===== config.mk =====
export PLATFORM = sky130hd
export DESIGN_NAME = ex_muldiv_unit
export DESIGN_NICKNAME = d
export VERILOG_FILES = /design/src/rtl/ex_muldiv_unit.sv
export SDC_FILE = /design/constraint.sdc
export NUM_CORES = 1
export LEC_CHECK = 0
export CORE_MARGIN = 10
export CORE_UTILIZATION = 54
export CTS_BUF_LIST = sky130_fd_sc_hd__clkbuf_4 sky130_fd_sc_hd__clkbuf_8
export DETAILED_ROUTE_END_ITERATION = 8
export GPL_TIMING_DRIVEN = 0
export PLACE_DENSITY = 0.85
export SLEW_MARGIN = 10
export SYNTH_ARGS = -nofsm -noshare
export SYNTH_HDL_FRONTEND = slang
export SYNTH_SLANG_ARGS = --single-unit

===== constraint.sdc =====
create_clock -name clk_i -period 3.86 [get_ports clk_i]
set_input_delay 1.158 -clock clk_i [delete_from_list [all_inputs] [get_ports clk_i]]
set_output_delay 1.158 -clock clk_i [all_outputs]
set_load 0.1 [all_outputs]

===== src/rtl/ex_muldiv_unit.sv =====
// ex_muldiv_unit: iterative RV32M multiply/divide for the EX stage (shift-add / restoring divide).
// Divide/remainder (funct3 4-7) is built only when MULDIV_DIV_EN is defined; otherwise it returns 0.
module ex_muldiv_unit #(
   parameter int XLEN = 32
) (
   input  logic            clk_i,
   input  logic            rst_ni,
   input  logic            start_i,
   input  logic            flush_i,
   input  logic [2:0]      funct3_i,
   input  logic [XLEN-1:0] op1_i,
   input  logic [XLEN-1:0] op2_i,
   input  logic [4:0]      rd_i,
   output logic            busy_o,
   output logic            stall_o,
   output logic            done_o,
   output logic [XLEN-1:0] result_o,
   output logic [4:0]      rd_o
);

   typedef enum logic [1:0] {IDLE, CALC, DONE} state_t;

   localparam logic [2:0] F_MUL    = 3'd0;
   localparam logic [2:0] F_MULH   = 3'd1;
   localparam logic [2:0] F_MULHSU = 3'd2;
   localparam logic [2:0] F_DIV    = 3'd4;
   localparam logic [2:0] F_REM    = 3'd6;

   state_t            state, state_nxt;
   logic [5:0]        cnt;
   logic [2:0]        op;
   logic [4:0]        rd_lat;
   logic              neg;
   logic [XLEN-1:0]   opnd;
   logic [2*XLEN-1:0] acc, acc_nxt, prod;
   logic [XLEN:0]     sum;
   logic [XLEN-1:0]   fin, mag1, mag2, special_res;
   logic              s1, s2, neg_in, special, last;
`ifdef MULDIV_DIV_EN
   logic [XLEN:0]     diff;
   logic [XLEN-1:0]   qr;
`endif

   assign last = (cnt == 6'(XLEN-1));

   // Effective operand signs by opcode; unsigned forms leave both flags clear.
   always_comb begin
      s1 = 1'b0;
      s2 = 1'b0;
      case (funct3_i)
         F_MULH, F_DIV, F_REM: begin
            s1 = op1_i[XLEN-1];
            s2 = op2_i[XLEN-1];
         end
         F_MULHSU: s1 = op1_i[XLEN-1];
         default: ;
      endcase
   end

   assign mag1   = s1 ? -op1_i : op1_i;
   assign mag2   = s2 ? -op2_i : op2_i;
   assign neg_in = (funct3_i == F_REM) ? s1 : (s1 ^ s2);

`ifdef MULDIV_DIV_EN
   always_comb begin
      special     = 1'b0;
      special_res = '0;
      if (funct3_i[2]) begin
         if (op2_i == '0) begin
            special     = 1'b1;
            special_res = funct3_i[1] ? op1_i : '1;
         end else if (!funct3_i[0] && op1_i == {1'b1, {(XLEN-1){1'b0}}} && op2_i == '1) begin
            special     = 1'b1;
            special_res = funct3_i[1] ? '0 : op1_i;
         end
      end
   end
`else
   assign special     = funct3_i[2];
   assign special_res = '0;
`endif

   // acc holds {partial product, remaining multiplier} or {remainder, quotient/dividend}.
   always_comb begin
      sum     = {1'b0, acc[2*XLEN-1:XLEN]} + (acc[0] ? {1'b0, opnd} : '0);
      acc_nxt = {sum, acc[XLEN-1:1]};
`ifdef MULDIV_DIV_EN
      diff = acc[2*XLEN-1:XLEN-1] - {1'b0, opnd};
      if (op[2])
         acc_nxt = diff[XLEN] ? {acc[2*XLEN-2:0], 1'b0}
                              : {diff[XLEN-1:0], acc[XLEN-2:0], 1'b1};
`endif
   end

   always_comb begin
      prod = neg ? -acc_nxt : acc_nxt;
      fin  = (op == F_MUL) ? prod[XLEN-1:0] : prod[2*XLEN-1:XLEN];
`ifdef MULDIV_DIV_EN
      qr = op[1] ? acc_nxt[2*XLEN-1:XLEN] : acc_nxt[XLEN-1:0];
      if (op[2])
         fin = neg ? -qr : qr;
`endif
   end

   // NOTE: sequential state uses non-blocking assignments so every flop samples pre-edge values.
   always_ff @(posedge clk_i or negedge rst_ni) begin
      if (!rst_ni) state <= IDLE;
      else         state <= state_nxt;
   end

   // NOTE: default assignment first so no branch leaves state_nxt unassigned (no latch).
   always_comb begin
      state_nxt = state;
      case (state)
         IDLE: if (start_i && !flush_i) state_nxt = special ? DONE : CALC;
         CALC: begin
            if (flush_i)   state_nxt = IDLE;
            else if (last) state_nxt = DONE;
         end
         DONE:    state_nxt = IDLE;
         default: state_nxt = IDLE;
      endcase
   end

   always_comb begin
      busy_o  = (state != IDLE);
      done_o  = (state == DONE);
      stall_o = ((state == IDLE) && start_i && !flush_i) || (state == CALC);
   end

   always_ff @(posedge clk_i or negedge rst_ni) begin
      if (!rst_ni) begin
         cnt      <= '0;
         op       <= '0;
         rd_lat   <= '0;
         neg      <= 1'b0;
         opnd     <= '0;
         acc      <= '0;
         result_o <= '0;
         rd_o     <= '0;
      end else begin
         case (state)
            IDLE: if (start_i && !flush_i) begin
               op     <= funct3_i;
               rd_lat <= rd_i;
               neg    <= neg_in;
               cnt    <= '0;
               if (funct3_i[2]) begin
                  opnd <= mag2;
                  acc  <= {{XLEN{1'b0}}, mag1};
               end else begin
                  opnd <= mag1;
                  acc  <= {{XLEN{1'b0}}, mag2};
               end
               if (special) begin
                  result_o <= special_res;
                  rd_o     <= rd_i;
               end
            end
            CALC: if (!flush_i) begin
               acc <= acc_nxt;
               cnt <= cnt + 6'd1;
               if (last) begin
                  result_o <= fin;
                  rd_o     <= rd_lat;
               end
            end
            default: ;
         endcase
      end
   end

endmodule


Word level (Yosys, flattened, before mapping):

Cells that the tools add are included.

* shift operators: 0
* reduce and logical (&&, ||, !) cells: 15
* $mul: 0
* $lt $le $gt $ge: 0
* mux-type cells: 31
* eq/ne operators: 12
* div/mod/pow operators: 0
* add/subtract/negate cells: 5
* bitwise logic cells: 1

Operator list (number)
* 32-bit two-way mux: 10
* 64-bit two-way mux: 3
* 64-bit case mux with 2 select lines: 1
* 32-bit negator: 2
* 64-bit negator: 1
* 32-bit case mux with 2 select lines: 1
* 32-bit by 32-bit adder with 33-bit output: 1
* 5-bit two-way mux: 4
* 6-bit two-way mux: 2
* 6-bit case mux with 2 select lines: 1
* 5-bit case mux with 2 select lines: 1
* 2-bit two-way mux: 4
* 2-bit inequality test (second input constant): 4
* 6-bit by 1-bit adder with 6-bit output (second input constant): 1
* 3-bit equality test (second input constant): 2
* 6-bit by 5-bit equality test with 1-bit output (second input constant): 1
* 5-bit AND reduction: 1
* 2-bit case mux with 2 select lines: 1
* 2-bit AND reduction: 2
* 2-bit nonzero test: 2
* 4-bit OR reduction: 1
* 3-bit by 1-bit equality test with 1-bit output (second input constant): 1
* 3-bit by 2-bit equality test with 1-bit output (second input constant): 1
* 1-bit logical AND: 3
* 11 further kinds: 13

* word-level logic and storage cells: 73
* memories: 0
* bits in registers: 150
* memory bits (writable): 0
* bits of input ports: 76
* bits in read-only memories: 0
* latch bits: 0
* output and inout bits: 40

Longest topological paths before layout:

* depth in word-level cells: 8
* mapped depth: 14

Worst setup path after synthesis:

No wires, ideal clock.

* kind: register -> output
* start point: register state[0]
* end point: output stall_o
* slack: -0.342 ns
* stages on the path, launching flop included: 8
* data arrival time: 3.044 ns
* path buffers: 4
* cell sequence: dfrtp_1 > or2_2 > clkbuf_1 > or3b_2 > clkbuf_1 > clkbuf_1 > clkbuf_1 > nand2_1

* longest elaborated chain between the ends: 4
* elaborated cells between the ends (all ways): 5

RTL lines
* start, declared: line 29 `state_t state, state_nxt;`
* start signal, assigned: line 108 `else state <= state_nxt;`
* 2-bit logical NOT: line 128 `stall_o = ((state == IDLE) && start_i && !flush_i) || (state == CALC);`
* 1-bit logical AND (2 in series): line 128
* 1-bit logical OR (*): line 128
* end, declared: line 15 `output logic stall_o,`

Every way passes the cells marked *; elsewhere a longest branch is shown, timed or not.

Final worst setup path:

* start point: register acc[0]
* end point: register result_o[30]

* longest elaborated chain between the ends: 8

RTL lines
* start, declared: line 35 `logic [2*XLEN-1:0] acc, acc_nxt, prod;`
* start signal, assigned: line 150 `acc <= {{XLEN{1'b0}}, mag1};`
* start signal, assigned: line 153 `acc <= {{XLEN{1'b0}}, mag2};`
* start signal, assigned: line 161 `acc <= acc_nxt;`
* 32-bit two-way mux (*): line 85 `sum = {1'b0, acc[2*XLEN-1:XLEN]} + (acc[0] ? {1'b0, opnd} : '0);`
* 32-bit by 32-bit adder with 33-bit output (*): line 85
* 64-bit negator: line 96 `prod = neg ? -acc_nxt : acc_nxt;`
* 64-bit two-way mux (*): line 96
* 32-bit two-way mux (*): line 97 `fin = (op == F_MUL) ? prod[XLEN-1:0] : prod[2*XLEN-1:XLEN];`
* 32-bit two-way mux (*): line 163 `if (last) begin`
* 32-bit two-way mux (*): line 160 `CALC: if (!flush_i) begin`
* 32-bit case mux with 2 select lines (*): line 142 `case (state)`
* end signal, assigned: line 156 `result_o <= special_res;`
* end signal, assigned: line 164 `result_o <= fin;`
* end, declared: line 17 `output logic [XLEN-1:0] result_o,`

Every way passes the cells marked *; elsewhere a longest branch is shown, timed or not. The select of a mux whose other input is x is not followed.
A chain may end at the register's enable or synchronous reset.

==> flow_metrics.env <==
export IMPL_status="finished, violations left"
export IMPL_failed_checks="negative setup slack"
export IMPL_start_util=0.547
export IMPL_track_usage=0.278
export IMPL_grt_met2_usage=0.441
export IMPL_synthToLayoutAreaGrowth_pct=26.4
export IMPL_grt_pass1_vias=12009
export IMPL_die_height_um=168
export IMPL_setup_ws_ns=-0.309
export IMPL_ys_types=80
export IMPL_core_rowCount=54
export IMPL_synth_avg_cell_area_um2=7.91
export IMPL_required_ns=4.29
export IMPL_rsz0062_at_grt="true"
export IMPL_crit_chain="buf_8 -> and2_4 -> ha_4 -> fa_2 -> a21oi_4 -> o21ai_2 -> a221o_2 -> a211oi_2 -> o22ai_2 -> or3_4 -> or3_4 -> or3_4 -> or4_4 -> nand3_2"
export IMPL_wl_per_cell_um=21.2
export IMPL_grt_start_max_net_pins=97
export IMPL_yosysWarnings=0
export IMPL_end_kind="flip-flop"
export IMPL_peakVddDrop_mv=0.454
export IMPL_synth_top_area_frac=0.317
export IMPL_hold_buffers=0
export IMPL_hpwl_um=31500
export IMPL_min_path_type="flip-flop to flip-flop"
export IMPL_report_final_setup_viol=13
export IMPL_max_cap_violations=0
export IMPL_synthArstFlopShare=1.00
export IMPL_fmax_mhz=240
export IMPL_yosysMostFrequentCell="nand2_1"
export IMPL_synthTopCellsByArea="dfrtp_1 (32%), nand2_1 (6.2%), a21oi_1 (5.7%), xor2_1 (5.4%), o21ai_0 (5.4%)"
export IMPL_core_area_um2=21700
export IMPL_slowest_stage="dfrtp_2"
export IMPL_cp_arrival_ns=4.60
export IMPL_crit_path_frequent_cell="or3_4"
export IMPL_vias_per_cell=6.33
export IMPL_htree_levels=4
export IMPL_gp_congestion=0.987
export IMPL_diodes=0
export IMPL_grt_overflow=0
export IMPL_numCtsBuffers=17
export IMPL_synth_area_um2=11900
export IMPL_power_density_nw_per_um2=592
export IMPL_fin_skew_ns=0.0125
export IMPL_r2r_start="acc[0]"
export IMPL_grt_pass1_wl_um=63700
export IMPL_drtIter0Drc=1194
export IMPL_num_vias=12485
export IMPL_design_area_um2=15000
export IMPL_hold_violations=0
export IMPL_fin_crit_ns=4.17
export IMPL_synth_common_cells="nand2_1 (196), nor2_1 (161), dfrtp_1 (150)"
export IMPL_die_w_um=168
export IMPL_grt_use_met3=0.0577
export IMPL_r2r_cells=14
export IMPL_antenna_found_initial=0
export IMPL_clk_latency_ns=0.49
export IMPL_io_pins=116
export IMPL_use_met1=0.346
export IMPL_syn_nets=1612
export IMPL_crit_family="simple AND/OR/NAND/NOR gates"
export IMPL_setup_tns_ns=-1.93
export IMPL_slew_headroom=0.119
export IMPL_final_layout_size_suffix_gt1_frac=0.126
export IMPL_cp_max_fo=5
export IMPL_post_route_util=0.691
export IMPL_nets=1792
export IMPL_ys_flop_type="dfrtp_1"
export IMPL_synth_enable_flop_cells=0
export IMPL_whs_path_depth=1
export IMPL_yosysTopAreaCell="dfrtp_1"
export IMPL_clock_sinks=150
export IMPL_drv_slew=0
export IMPL_min_to="opnd[23]"
export IMPL_crit_path_start_kind="flip-flop"
export IMPL_regToRegEndpoint="result_o[30]"
export IMPL_p_leak_nw=6.09
export IMPL_fill_cells=1717
export IMPL_setup_reg_to_reg_worst_slack_ns=-0.31
export IMPL_wirelength_um=41800
export IMPL_max_clock_path_buffers=2
export IMPL_clkSlewWorstSetupHoldPaths_ns=0.09
export IMPL_drt_pass1_iterations=7
export IMPL_synth_seq_cells=150
export IMPL_grt_busiest_layer="met2"
export IMPL_path_class="flip-flop to flip-flop"
export IMPL_cts_root_buf="clkbuf_8"
export IMPL_synthCells=1499
export IMPL_dieArea_um2=28300
export IMPL_critPathMaxStageDelay_ns=0.48
export IMPL_postRouteAntennaNets=0
export IMPL_power_total_w=0.00887
export IMPL_yosysSeqAreaShare=0.317
export IMPL_worst_path_buf_inv=1
export IMPL_drc_errors=0
export IMPL_cts_tree="yes"
export IMPL_worst_pin_slew_ns=1.31
export IMPL_post_route_period_util=1.08
export IMPL_port_buffers=115
export IMPL_worstHoldStart="opnd[23]"
export IMPL_postPlaceCellArea_um2=13400
flip-flops by register name, summed over array words and instances, names as in the netlist:
signal	cells
acc	64
cnt	6
neg	1
op	3
opnd	32
rd_lat	5
rd_o	5
result_o	32
state	2
routing by layer:
| metal | vias up | wire length (um) |
|---|---|---|
| met3 | 140 | 3460 |
| met5 | - | 0 |
| met2 | 656 | 19100 |
| li1 | 5776 | - |
| met1 | 5913 | 16900 |
| met4 | 0 | 2330 |
worst max-delay path by stage:
| stage | slack, ns | depth (start not counted) | endpoint | startpoint |
|---|---|---|---|---|
| after floorplan | -0.05 | 14 | result_o[30] | acc[0] |
| after global placement | -4.20 | 1 | opnd[4] | rst_ni |
| after detailed placement | -1.67 | 7 | stall_o | flush_i |
| after CTS | -0.36 | 14 | result_o[30] | acc[0] |
| after global routing | -0.40 | 17 | result_o[26] | acc[0] |
| final | -0.31 | 14 | result_o[30] | acc[0] |
what timing repair did:
| action | CTS | global route |
|---|---|---|
| gates resized for setup | 89 | 76 |
| endpoints found under the setup margin | 38 | 40 |
| pin swaps | 33 | 55 |
| cloned | 0 | 0 |
| setup buffers | 29 | 20 |
kinds of logic (layout without fill, tap and decap cells):
| group | Yosys count | count (layout) | synth area share |
|---|---|---|---|
| mux | 26 | 26 | 0.0225 |
| buf+inv | 111 | 304 | 0.0385 |
| xor+xnor | 139 | 139 | 0.103 |
| simple gates | 561 | 561 | 0.224 |
| fa+ha+maj | 37 | 37 | 0.0397 |
| compound gates | 475 | 475 | 0.255 |
| flops | 150 | 150 | 0.317 |
metrics by stage:
step	hold WS [ns]	cells	setup slack [ns]
floorplan	0.431	1499	-0.0497
global placement	0.450	1894	-4.20
detailed placement	0.454	1896	-1.67
CTS	0.479	1954	-0.365
global route	0.502	1972	-0.397
finish	0.476	1972	-0.309
cell usage in the layout, fill, tap and decap left out, types with 23 or more instances in the layout:
| master | synthesis | routed |
|---|---|---|
| a211oi_1 | 28 | 23 |
| a21oi_1 | 134 | 130 |
| a22o_1 | 28 | 28 |
| and2_1 | 40 | 37 |
| buf_4 | 1 | 45 |
| clkbuf_1 | 72 | 64 |
| clkdlybuf4s50_1 | 0 | 108 |
| dfrtp_1 | 150 | 149 |
| ha_1 | 36 | 33 |
| inv_1 | 23 | 23 |
| nand2_1 | 196 | 190 |
| nor2_1 | 161 | 160 |
| nor3_1 | 32 | 27 |
| o21ai_0 | 127 | 107 |
| o31ai_1 | 30 | 25 |
| xnor2_1 | 65 | 61 |
| xor2_1 | 73 | 69 |
power by group:
part	internal [W]	switching, W
sequential	0.00201	0.000435
combinational	0.00166	0.00338
clock	0.000725	0.000658
worst reg2reg max path, cell delays in order, from the launching register on:
cell and delay, ns:
dfrtp_2 0.48, buf_8 0.16, and2_4 0.17, ha_4 0.16
fa_2 0.40, a21oi_4 0.23, o21ai_2 0.08, a221o_2 0.40
a211oi_2 0.28, o22ai_2 0.16, or3_4 0.39, or3_4 0.36
or3_4 0.36, or4_4 0.42, nand3_2 0.07
final cells by class:
class                   instances  area (um2)  area share
well taps                     280         350      0.0234
plain buffers                  84         392      0.0261
flip-flops and latches        150        3750       0.251
clock buffers                  18         248      0.0165
clock inverters                14         198      0.0132
repair buffers                165        1600       0.107
inverters                      23        86.3     0.00576
multi-input cells            1238        8360       0.558
(Power assumes the default switching activity.)
